`config.mk`:
```
export PLATFORM = sky130hd
export DESIGN_NAME = uc_seq
export DESIGN_NICKNAME = d
export VERILOG_FILES = /design/src/rtl/uc_seq.sv
export SDC_FILE = /design/constraint.sdc
export NUM_CORES = 1
export LEC_CHECK = 0
export ABC_AREA = 1
export BUFFER_PORTS_ARGS = -buffer_cell sky130_fd_sc_hd__buf_4
export CELL_PAD_IN_SITES_DETAIL_PLACEMENT = 0
export CELL_PAD_IN_SITES_GLOBAL_PLACEMENT = 2
export CORE_MARGIN = 2
export CORE_UTILIZATION = 25
export CTS_BUF_LIST = sky130_fd_sc_hd__clkbuf_4 sky130_fd_sc_hd__clkbuf_8
export CTS_CLUSTER_SIZE = 24
export DETAILED_ROUTE_END_ITERATION = 7
export PLACE_DENSITY = 0.74
export SYNTH_ARGS = -nofsm -noshare
export SYNTH_HDL_FRONTEND = slang
export SYNTH_SLANG_ARGS = --single-unit
export TNS_END_PERCENT = 100
```
`constraint.sdc`:
```
create_clock -name clk -period 1.16 [get_ports clk]
set_input_delay 0.116 -clock clk [delete_from_list [all_inputs] [get_ports clk]]
set_output_delay 0.116 -clock clk [all_outputs]
set_load 0.05 [all_outputs]
```
`src/rtl/uc_seq.sv`:
```
//==============================================================================
// Module   : uc_seq
// Brief    : Sequenced control unit for the single-cycle microcontroller
//            datapath. Adds a boot cycle, a halt state, single-step debug
//            and a retired-instruction counter on top of the opcode decoder.
//            Optional build macro: UC_ILLEGAL_TRAP_EN (illegal opcodes trap
//            to HALT and set the sticky illegal flag; otherwise they act as
//            nop and the illegal port is held low).
// Revision : 1.0 - initial release
//==============================================================================
`default_nettype none

module uc_seq #(
    parameter int         CNT_W    = 16,
    parameter logic [2:0] ALU_PASS = 3'b000
) (
    input  logic             clk,
    input  logic             reset,
    input  logic [5:0]       Opcode,
    input  logic             zero,
    input  logic             step_mode,
    input  logic             step,
    output logic             s_inc,
    output logic             s_inm,
    output logic             we,
    output logic             wez,
    output logic [2:0]       ALUOp,
    output logic             pc_en,
    output logic             halted,
    output logic             illegal,
    output logic [CNT_W-1:0] retired
);

    typedef enum logic [2:0] {
        ST_BOOT = 3'd0,
        ST_RUN  = 3'd1,
        ST_WAIT = 3'd2,
        ST_EXEC = 3'd3,
        ST_HALT = 3'd4
    } state_t;

    localparam logic [CNT_W-1:0] C_ONE = {{(CNT_W-1){1'b0}}, 1'b1};

    state_t             state_q, state_d;
    logic               step_q, step_d;
    logic [CNT_W-1:0]   retired_q, retired_d;

    logic w_exec;       // an instruction may execute this cycle
    logic w_cls_li;
    logic w_cls_ill;
    logic w_trap;       // illegal opcode that traps to HALT
    logic w_retire;     // instruction completes and is counted
    logic w_halt_req;   // executing instruction sends the FSM to HALT

    // Opcode[1:0] overlaps RA1/inm, so the ALU/li/nop/illegal classes only
    // look at Opcode[5:2]; jump and halt need all six bits.
    assign w_exec    = (state_q == ST_RUN) || (state_q == ST_EXEC);
    assign w_cls_li  = (Opcode[5:2] == 4'b0100);
    assign w_cls_ill = (Opcode[5:2] == 4'b0101) || (Opcode[5:3] == 3'b011);

`ifdef UC_ILLEGAL_TRAP_EN
    assign w_trap = w_exec && w_cls_ill;
`else
    assign w_trap = 1'b0;
`endif

    // Control decode: inert unless executing; halt/trap freeze everything
    always_comb begin
        s_inc      = 1'b1;
        s_inm      = 1'b0;
        we         = 1'b0;
        wez        = 1'b0;
        ALUOp      = 3'b000;
        pc_en      = 1'b0;
        w_retire   = 1'b0;
        w_halt_req = 1'b0;
        if (w_exec) begin
            if (w_trap || (Opcode == 6'b000011)) begin
                w_halt_req = 1'b1;
            end else if (Opcode[5]) begin
                ALUOp    = Opcode[4:2];
                we       = 1'b1;
                wez      = 1'b1;
                pc_en    = 1'b1;
                w_retire = 1'b1;
            end else if (w_cls_li) begin
                ALUOp    = ALU_PASS;
                s_inm    = 1'b1;
                we       = 1'b1;
                pc_en    = 1'b1;
                w_retire = 1'b1;
            end else if (Opcode == 6'b000000) begin
                s_inc    = 1'b0;
                pc_en    = 1'b1;
                w_retire = 1'b1;
            end else if (Opcode == 6'b000001) begin
                s_inc    = ~zero;
                pc_en    = 1'b1;
                w_retire = 1'b1;
            end else if (Opcode == 6'b000010) begin
                s_inc    = zero;
                pc_en    = 1'b1;
                w_retire = 1'b1;
            end else begin
                // nop, and illegal opcodes when they do not trap
                pc_en    = 1'b1;
                w_retire = 1'b1;
            end
        end
    end

    // Sequencer next state; step_mode falling wins over a step edge in WAIT
    always_comb begin
        state_d   = state_q;
        step_d    = step;
        retired_d = retired_q;
        if (w_retire) begin
            retired_d = retired_q + C_ONE;
        end
        case (state_q)
            ST_BOOT: state_d = step_mode ? ST_WAIT : ST_RUN;
            ST_RUN,
            ST_EXEC: begin
                if (w_halt_req) begin
                    state_d = ST_HALT;
                end else begin
                    state_d = step_mode ? ST_WAIT : ST_RUN;
                end
            end
            ST_WAIT: begin
                if (!step_mode) begin
                    state_d = ST_RUN;
                end else if (step && !step_q) begin
                    state_d = ST_EXEC;
                end
            end
            ST_HALT: state_d = ST_HALT;
            default: state_d = ST_BOOT;
        endcase
    end

    // State, step history and retired counter registers
    always_ff @(posedge clk) begin
        if (reset) begin
            state_q   <= ST_BOOT;
            step_q    <= 1'b0;
            retired_q <= '0;
        end else begin
            state_q   <= state_d;
            step_q    <= step_d;
            retired_q <= retired_d;
        end
    end

`ifdef UC_ILLEGAL_TRAP_EN
    logic illegal_q, illegal_d;

    // Sticky illegal flag, cleared only by reset
    always_comb begin
        illegal_d = illegal_q | w_trap;
    end

    // Illegal flag register
    always_ff @(posedge clk) begin
        if (reset) begin
            illegal_q <= 1'b0;
        end else begin
            illegal_q <= illegal_d;
        end
    end

    assign illegal = illegal_q;
`else
    assign illegal = 1'b0;
`endif

    assign halted  = (state_q == ST_HALT);
    assign retired = retired_q;

endmodule

`default_nettype wire

```
==> flow_summary.ini <==
[sta]
setup_ws_ns = -0.298
rsz0062_at_grt = true
hold_violations = 0
drv_slew = 0
fin_worst_hold_slack_ns = 0.0762
fin_crit_sh_pct = 126
period_minus_slack_ns = 1.46
fin_skew_ns = 0.00611
max_freq_mhz = 686
fin_tns_setup_ns = -3.78
finalSetupViolations = 25

[layout]
regArea_um2 = 457
nets = 277
drive_gt1_share_pct = 55.3
diodes = 0
final_area_mm2 = 0.00226
nFillCells = 532
multi_input_area_um2 = 938
area_delta_synth_final_pct = 75.9
fin_cells = 334

[clocking]
cts_root_buf = clkbuf_8
numCtsBuffers = 3
path_clk_slew_ns = 0.08
clock_path_buffers = 2
htree_levels = 1
cts_tree = yes
clock_sinks = 20
postCtsHoldBufs = 0
clk_latency_ns = 0.26

[synth]
synthCells = 196
yosysMostFrequentCell = nand2_1
yosys-top-cells-count = 41 x nand2_1, 32 x nor2_1, 26 x inv_1
syn-num-nets = 208
synth_edf_count = 0
synth_top_flop_cell = dfxtp_1
synth_seq_cells = 20
yosys_warnings = 0
synth.top_cell.area_share_pct = 31.2
ys_seq_area_share_pct = 31.2
synth.cell_area_mm2 = 0.00128
synth_area_leaders = dfxtp_1 31%, nand2_1 12%, nor2_1 9.4%
ys_types = 30
async_reset_ff_share_pct = 0
avgSynthCellArea_um2 = 6.55
synth_top_area_cell = dfxtp_1

[power_and_ir_drop]
power.switching_uw = 526
leakagePower_nw = 0.947
p_total_mw = 1.87
power_frac_comb_pct = 24.8
swShare_pct = 28.1
power.density_mw_per_mm2 = 830
pwr-share-clk_pct = 38.0
internal_power_mw = 1.35
seqPwrFrac_pct = 37.2
vdd.ir_drop.worst_v = 0.000456

[outcome]
violations = setup timing
status = finished with violations

[global_routing]
grt_pass1_wl_um = 6520
overflow = 0
grt_start_max_net_pins = 13
antenna_found_initial = 0
track_usage_pct = 14.9
grt_pass1_vias = 1348

[floorplan]
die_h_um = 75.7
rows = 26
start_util_pct = 25.5
dieArea_mm2 = 0.00572
fp.dieW_um = 75.7
ios = 37
coreArea_mm2 = 0.00504

[route]
routed_wl_um = 3860
drc = 0
drt_first_pass_iters = 2
drtIter0Drc = 40
ant_nets = 0
vias = 1444
routed_via_density = 4.32
wire_per_inst_um = 11.6

[place]
hpwl_um = 2910
place_area_mm2 = 0.00198
place_congestion = 0.733
place_inst = 321
place.port_buffers = 35

[worst_setup_path]
crit_required_ns = 1.04
worst_setup_path_end_kind = output port
arrival_ns = 1.34
criticalPathCategory = flip-flop to output port
cp-start-kind = flip-flop
worst-path-max-fanout = 6

[hold_path]
hold_path.class = primary input to flip-flop

[job]
maxCapViolCount = 0
-- per-stage QoR --
| stage | setup WS (ns) | util (%) |
|---|---|---|
| final | -0.298 | 44.8 |
| after CTS | -0.327 | 43.3 |
| after detailed placement | -0.0880 | 39.2 |
| after floorplan | -0.245 | - |
| after global routing | -0.381 | 44.8 |
| after global placement | -0.0536 | 39.2 |
-- cells in the final DEF, fill, tap and decap left out, types with 6 or more instances in the layout --
cell	netlist	routed
buf_4	1	60
nand3_1	15	9
a21oi_2	6	7
nand2_1	41	39
nand4_1	6	6
nor2_4	1	7
nand2_2	8	8
dfxtp_4	0	14
inv_1	26	22
nor2_1	32	25
-- per-layer routing --
metal / share of wire (%) / vias up / global-route usage, %
met3: 3.2 / 4 / 2.38
met2: 47 / 24 / 24.3
met4: 0.93 / 0 / 4.09
met5: 0 / - / 0
li1: - / 760 / -
met1: 48 / 656 / 20.4
-- registers in the layout, indices dropped and copies added, names as in the netlist --
register	cells
state_q	3
step_q	1
retired	16
-- worst max-delay path, cell delays in order, from the launching register on --
cell	delay [ns]
dfxtp_2	0.36
inv_4	0.05
nor2_8	0.07
inv_1	0.18
nor3_4	0.20
buf_4	0.22
-- area by class of cell --
type / instances / area share, %
clock buffer: 3 / 1.83
clock inverter: 1 / 1.33
inverter: 30 / 5.54
multi-input combinational: 143 / 41.6
sequential: 20 / 20.2
tap: 70 / 3.88
timing repair buffer: 67 / 25.7
-- path summary, 6_finish.rpt --
kind,to,from,slack (ns),depth (start not counted)
max,s_inm,state_q[0]$_SDFFE_PP0P_,-0.30,5
min reg2reg,retired[13]$_SDFFE_PP0P_,retired[13]$_SDFFE_PP0P_,0.50,2
min,step_q$_SDFF_PP0_,step,0.08,3
max reg2reg,retired[15]$_SDFFE_PP0P_,state_q[0]$_SDFFE_PP0P_,-0.17,9
-- power groups by stage --
stage | sequential [mW] | clock, mW | combinational, mW
after CTS | 0.695 | 0.745 | 0.431
final | 0.696 | 0.713 | 0.465
after global routing | 0.699 | 0.770 | 0.499
after floorplan | 0.737 | 0 | 0.203
after detailed placement | 0.714 | 0 | 0.365
after global placement | 0.712 | 0 | 0.368
-- timing repair --
| item | 4_1_cts | 5_1_grt |
|---|---|---|
| pin swaps | 5 | 3 |
| setup buffers | 5 | 3 |
| resized for setup | 21 | 13 |
| endpoints found under the setup margin | 20 | 27 |
| cloned | 1 | 0 |
-- cells by family (layout without fill, tap and decap cells) --
family / Yosys count / after routing / synth area share, %
DFF: 20 / 20 / 31.2
adders and majority gates: 1 / 1 / 0.975
AOI/OAI and AO/OA: 25 / 25 / 12.9
other: 1 / 1 / 0.292
buffers and inverters: 33 / 101 / 11.4
and+or+nand+nor: 116 / 116 / 43.3
Note: power is estimated with default switching activity, not from simulation.
